### src/rtl/serial_demux_deser_if.sv
// Bundle for the serial-to-parallel steering deserializer.
// Master drives the serial side; slave is the deserializer.
interface serial_demux_deser_if #(
  parameter int WIDTH = 8,
  parameter int CNT_W = 3
);
  logic             start;
  logic             din;
  logic             din_valid;
  logic [CNT_W-1:0] sel;
  logic [WIDTH-1:0] q;
  logic             q_valid;
  logic             busy;

  modport master (
    output start, din, din_valid,
    input  sel, q, q_valid, busy
  );

  modport slave (
    input  start, din, din_valid,
    output sel, q, q_valid, busy
  );
endinterface

### src/rtl/serial_demux_deser.sv
// 1-to-8 steering deserializer: collects an MSB-first serial frame into a
// shadow register and publishes the completed word with a one-cycle strobe.
module serial_demux_deser #(
  parameter int WIDTH = 8,
  parameter int CNT_W = 3
) (
  input  logic                 clk,
  input  logic                 rst_n,
  serial_demux_deser_if.slave  bus
);

  typedef enum logic {IDLE, COLLECT} state_t;

  localparam logic [CNT_W-1:0] LAST = CNT_W'(WIDTH - 1);

  state_t           state, state_n;
  logic [CNT_W-1:0] cnt, cnt_n;
  logic [WIDTH-1:0] shadow, shadow_n;
  logic [WIDTH-1:0] q_r, q_n;
  logic             q_valid_r, q_valid_n;

  // State and datapath registers, cleared asynchronously.
  always_ff @(posedge clk or negedge rst_n) begin
    if (!rst_n) begin
      state     <= IDLE;
      cnt       <= '0;
      shadow    <= '0;
      q_r       <= '0;
      q_valid_r <= 1'b0;
    end else begin
      state     <= state_n;
      cnt       <= cnt_n;
      shadow    <= shadow_n;
      q_r       <= q_n;
      q_valid_r <= q_valid_n;
    end
  end

  // Next-state logic: start has priority; the final bit is merged straight
  // into the published word so q is valid on the completing edge.
  always_comb begin
    state_n   = state;
    cnt_n     = cnt;
    shadow_n  = shadow;
    q_n       = q_r;
    q_valid_n = 1'b0;
    case (state)
      IDLE: begin
        if (bus.start) begin
          state_n  = COLLECT;
          cnt_n    = '0;
          shadow_n = '0;
        end
      end
      COLLECT: begin
        if (bus.start) begin
          cnt_n    = '0;
          shadow_n = '0;
        end else if (bus.din_valid) begin
          shadow_n[LAST - cnt] = bus.din;
          if (cnt == LAST) begin
            q_n       = shadow_n;
            q_valid_n = 1'b1;
            cnt_n     = '0;
            state_n   = IDLE;
          end else begin
            cnt_n = cnt + 1'b1;
          end
        end
      end
      default: state_n = IDLE;
    endcase
  end

  // Outputs: sel is forced to 0 outside a frame.
  always_comb begin
    bus.sel     = (state == COLLECT) ? cnt : '0;
    bus.busy    = (state == COLLECT);
    bus.q       = q_r;
    bus.q_valid = q_valid_r;
  end

endmodule
### src/flat_wrapper.sv
// flat-port wrapper written by rule: the top's interface ports become plain ports
module serial_demux_deser_flat 
#(
  parameter int WIDTH = 8,
  parameter int CNT_W = 3
)
  (clk, rst_n, bus_start, bus_din, bus_din_valid, bus_sel, bus_q, bus_q_valid, bus_busy);
  serial_demux_deser_if #(.WIDTH(WIDTH), .CNT_W(CNT_W)) bus_i ();
  input  logic clk;
  input  logic rst_n;
  input wire logic [$bits(bus_i.start)-1:0] bus_start;
  input wire logic [$bits(bus_i.din)-1:0] bus_din;
  input wire logic [$bits(bus_i.din_valid)-1:0] bus_din_valid;
  output wire logic [$bits(bus_i.sel)-1:0] bus_sel;
  output wire logic [$bits(bus_i.q)-1:0] bus_q;
  output wire logic [$bits(bus_i.q_valid)-1:0] bus_q_valid;
  output wire logic [$bits(bus_i.busy)-1:0] bus_busy;
  assign bus_i.start = bus_start;
  assign bus_i.din = bus_din;
  assign bus_i.din_valid = bus_din_valid;
  assign bus_sel = bus_i.sel;
  assign bus_q = bus_i.q;
  assign bus_q_valid = bus_i.q_valid;
  assign bus_busy = bus_i.busy;
  serial_demux_deser #(.WIDTH(WIDTH), .CNT_W(CNT_W)) u_core (.clk(clk), .rst_n(rst_n), .bus(bus_i));
endmodule
### config.mk
export PLATFORM = sky130hd
export DESIGN_NAME = serial_demux_deser_flat
export DESIGN_NICKNAME = d
export VERILOG_FILES = /design/src/rtl/serial_demux_deser_if.sv /design/src/rtl/serial_demux_deser.sv /design/src/flat_wrapper.sv
export SDC_FILE = /design/constraint.sdc
export NUM_CORES = 1
export LEC_CHECK = 0
export ABC_AREA = 1
export ABC_CLOCK_PERIOD_IN_PS = 1500
export CAP_MARGIN = 20
export CORE_AREA = 2 2 70 46
export DETAILED_ROUTE_END_ITERATION = 7
export DIE_AREA = 0 0 72 48
export GPL_ROUTABILITY_DRIVEN = 0
export PLACE_DENSITY_LB_ADDON = 0.15
export SKIP_LAST_GASP = 1
export SYNTH_ARGS = -nofsm -noshare
export SYNTH_HDL_FRONTEND = slang
export SYNTH_SLANG_ARGS = --single-unit
### constraint.sdc
create_clock -name clk -period 1.5 [get_ports clk]
set_input_delay 0.45 -clock clk [delete_from_list [all_inputs] [get_ports clk]]
set_output_delay 0.45 -clock clk [all_outputs]
set_load 0.1 [all_outputs]
=== After elaboration in Yosys (flattened, before gate mapping) ===
Cells that the tools add are included.
W data, S select, Z words.

* Bits in registers: 21
* Output and inout port bits: 13
* Input bits: 5

* Muxes and demuxes: 22
* $add $sub $neg: 2
* Reductions and logical operators: 3
* Order comparisons: 2
* Bitwise logic cells: 2
* Equal/unequal tests: 3

{| class="wikitable"
|+ Operators by type and width
! cell !! number
|-
| $mux W8 || 3
|-
| $pmux W8 S2 || 1
|-
| $mux W3 || 5
|-
| $mux W1 || 9
|-
| $bwmux W8 || 1
|-
| $pmux W3 S2 || 1
|-
| $lt A3 B4 Y1 const B || 1
|-
| $reduce_and A4 Y1 || 1
|-
| $add A3 B1 Y3 const B || 1
|-
| $demux W1 S3 || 1
|-
| $eq A3 B3 Y1 const B || 1
|-
| $ge A3 B1 Y1 const B || 1
|-
| $ne A3 B3 Y1 const B || 1
|-
| $sub A3 B3 Y3 const A || 1
|-
| $ne A2 B2 Y1 const B || 1
|-
| $not A1 Y1 || 2
|-
| $pmux W1 S2 || 1
|-
| $reduce_and A2 Y1 || 1
|-
| $logic_and A1 B1 Y1 || 1
|}

=== Depth between registers and ports, before layout ===
Gate-level depths: netlist of run 1.

* Word-level depth: 9
* Mapped depth: 7
* Gate-level depth less buffers: 6

=== Worst setup path before layout of run 1 ===
Ideal clock, no wire load.

* Path type: register to output
* From: reg u_core.state (netlist: u_core.bus.busy)
* To: out bus_sel[0]
* Path buffers: 0
* Slack: -0.669 ns
* Required time: 1.050 ns
* Arrival time: 1.719 ns
* Stages on the path, launching flop included: 3
* Cells stage by stage: dfrtp_1 -> nand2_1 -> inv_1

* Cells in the longest elaborated chain, start to end: 1

{| class="wikitable"
|+ RTL lines
! item !! RTL line !! RTL
|-
| start: declaration || serial_demux_deser.sv:16 || <nowiki>state_t state, state_n;</nowiki>
|-
| start signal: assignment || serial_demux_deser.sv:31 || <nowiki>state <= state_n;</nowiki>
|-
| $mux W3 || serial_demux_deser.sv:77 || <nowiki>bus.sel = (state == COLLECT) ? cnt : '0;</nowiki>
|-
| end: declaration || flat_wrapper.sv:14 || <nowiki>output wire logic [$bits(bus_i.sel)-1:0] bus_sel;</nowiki>
|}

No other way between the ends.

=== Worst setup path after layout of run 1 ===
* From: reg u_core.state (netlist: u_core.bus.busy)
* To: out bus_sel[1]

Same word-level chain as after synthesis.

==> metrics.md, run 1 <==
| Metric | Value |
|---|---|
| Die span in x | 72 µm |
| Starting density of the core | 0.380 |
| Clock Pin Slew Worst Setup and Hold Paths | 70 ps |
| WL met2 | 1.00 mm |
| Seq/Total Area, Yosys | 0.501 |
| Top routing layer in use | met4 |
| Worst Slack Setup Final | -91.9 ps |
| Final HPWL DP | 1.87 mm |
| Max_slew headroom | 0.813 |
| Yosys cell types | 14 |
| Met3 Wirelength | 131 µm |
| Critical path depth | 3 |
| Final Skew | 1.44 ps |
| Crit. End Element | primary output |
| Worst Max-Slew Pin Slew | 280 ps |
| # DRC | 0 |
| Crit path max fanout | 4 |
| Commonest cells after routing, fill and taps aside | nand2_1 (59), dfrtp_1 (20), nand3_1 (19) |
| Vias | 963 |
| Gate Count Post-Synth | 139 |
| Nets | 175 |
| Initial antenna violation count | 0 |
| Crit path largest cell delay | 540 ps |
| Ratio of cells with drive above 1 in the final layout | 0.234 |
| Final setup viols | 4 |
| GRT Total Usage | 0.165 |
| Number of cell rows | 15 |
| TNS Setup | -329 ps |
| First-pass GRT wire length | 4.03 mm |
| FF+latch count, synth | 21 |
| Sink Count | 21 |
| Synth-to-Final Area Change | 49.6% |
| RSZ-0062 raised after global routing | true |
| First-pass DRT Iterations | 4 |
| CP required | 1050 ps |
| Vias per cell | 4.79 |
| H-Tree Depth | 1 |
| # Max-Cap Violations | 0 |
| Largest net degree at the start of global routing | 22 |
| PostCTS Resize Cnt | 0 |
| Root Driver | clkbuf_8 |
| Leakage | 0.787 nW |
| DIE HEIGHT | 48 µm |
| Yosys warns | 0 |
| Crit-path slowest cell | dfrtp_4 |
| Final worst-path cycle share | 1.06 |
| Ports | 18 |
| Vias in the first global route | 837 |
| Max Buffers Root-to-Sink | 2 |
| Tmin final | 1590 ps |
| Gr ovfl total | 0 |
| Hold Path Class | reg -> reg |
| # hold bufs at CTS | 0 |
| DIE AREA | 3460 µm² |
| Synth Net Count | 146 |
| Commonest non-fill, non-tap cell in the layout | nand2_1 |
| Skew-Pair Late Insertion Delay | 260 ps |
| Setup crit start kind | flop |
| Crit path DAT | 1140 ps |
| Number of nets still failing antenna checks after routing | 0 |
| Failing checks | negative setup slack |
| Total Routed Length | 2.39 mm |
| CP bufs+invs | 2 |
| Peak VDD IR | 0.000507 V |
| Wire length on met1 | 1.21 mm |
| Critical path's top delay family | flip-flops |
| Critical path class | reg -> out |
| N_diodes | 0 |
| Avg WL per Cell | 11.9 µm |
| Core Area | 2760 µm² |
| Mapped cell area | 1050 µm² |
| Hold slack | 485 ps |
| Fin. max-slew vios | 0 |
| Hold depth | 2 |
| Final Hold Fails | 0 |
| Port bufs | 17 |
| PD cells | 738 nW/µm² |
| Reg2Reg Depth | 8 |
| Syn avg cell area | 7.55 µm² |
| CTS buffer count | 3 |
| Cell chain of the critical path | nand2_4 > clkinvlp_4 > buf_12 |
| CTS tree | built |
| # fillers | 247 |
| Detailed Route Iter0 Violations | 85 |
| Status | finished with violations |
| Max frequency | 628 MHz |
final timing paths:
| path | start | end | slack, ps |
|---|---|---|---|
| max reg2reg | u_core.bus.busy$_DFF_PN0_ | u_core.bus.q[5]$_DFFE_PN0P_ | 50 |
| min reg2reg | u_core.shadow[0]$_DFFE_PN0P_ | u_core.shadow[0]$_DFFE_PN0P_ | 490 |
| max | u_core.bus.busy$_DFF_PN0_ | bus_sel[1] | -90 |
| min | u_core.shadow[0]$_DFFE_PN0P_ | u_core.shadow[0]$_DFFE_PN0P_ | 490 |
| min in group asynchronous | rst_n | u_core.shadow[1]$_DFFE_PN0P_ | 530 |
| max in group asynchronous | rst_n | u_core.bus.busy$_DFF_PN0_ | 740 |
sequential cells by signal, summed over array words and instances (netlist names):
register	flops
u_core.bus.busy	1
u_core.bus.q_valid	1
u_core.cnt	3
u_core.shadow	8
u_core.bus.q	8
worst min-delay path: stages (launching register included):
cell     delay, ps
dfrtp_1        350
nand2_1         50
nand2_1         50
what timing repair did:
action                                  in CTS  in global routing
setup buffers                                1                  2
cloned                                       0                  0
endpoints found under the setup margin       3                  4
per-stage QoR:
| stage | instance area, µm² | power, mW | instances | util | setup slack [ps] |
|---|---|---|---|---|---|
| 6_report | 1570 | 1.16 | 201 | 0.569 | -91.9 |
| 5_1_grt | 1570 | 1.21 | 201 | 0.569 | -140 |
| 4_1_cts | 1560 | 1.17 | 199 | 0.564 | -102 |
| 3_5_place_dp | 1490 | 0.803 | 194 | 0.540 | -70.6 |
| 3_3_place_gp | 1490 | 0.801 | 194 | 0.540 | -63.0 |
| 2_1_floorplan | 1090 | 0.719 | 139 | - | -106 |
cell families (layout without fill, tap and decap cells):
| logic type | Yosys count | after routing | share of synthesized area |
|---|---|---|---|
| AOI/OAI and AO/OA | 3 | 3 | 0.0143 |
| adders and majority gates | 2 | 2 | 0.0238 |
| buffers and inverters | 19 | 47 | 0.0775 |
| DFF | 21 | 21 | 0.501 |
| and+or+nand+nor | 94 | 94 | 0.384 |
final cells by class:
cell class / count / area (µm²) / area share
Sequential cell: 21 / 529 / 0.337
Inverter: 15 / 67.6 / 0.0430
Multi-Input combinational cell: 99 / 465 / 0.296
Tap cell: 34 / 42.5 / 0.0271
Clock buffer: 4 / 45.0 / 0.0287
Timing Repair Buffer: 28 / 420 / 0.268
report_power, final:
part	switching [mW]	internal, mW
Sequential	0.0111	0.578
Clock	0.178	0.189
Combinational	0.131	0.0731
Yosys cell counts:
cell type | instances | share of area
inv_1 | 13 | 0.046
buf_4 | 2 | 0.014
nor2_4 | 1 | 0.011
nand3_1 | 19 | 0.091
nor2_1 | 6 | 0.021
nand2_1 | 62 | 0.22
buf_2 | 2 | 0.0095
inv_2 | 2 | 0.0072
nand4_1 | 4 | 0.024
dfrtp_1 | 21 | 0.50
nand3_2 | 1 | 0.0095
o21ai_0 | 3 | 0.014
nor2_2 | 1 | 0.0060
ha_1 | 2 | 0.024
routing by layer:
metal | vias up | GRT usage
li1 | 492 | -
met1 | 432 | 0.240
met2 | 34 | 0.228
met3 | 5 | 0.0442
met4 | 0 | 0.0792
met5 | - | 0
No activity file was read; power rests on OpenSTA's default activity.
==> run 2, diff against run 1 <==
HOLD_SLACK_MARGIN = 0.1   (was not set)
==> results of run 2 <==
Same layout as run 1: the final DEF is identical, and so are final timing and power.
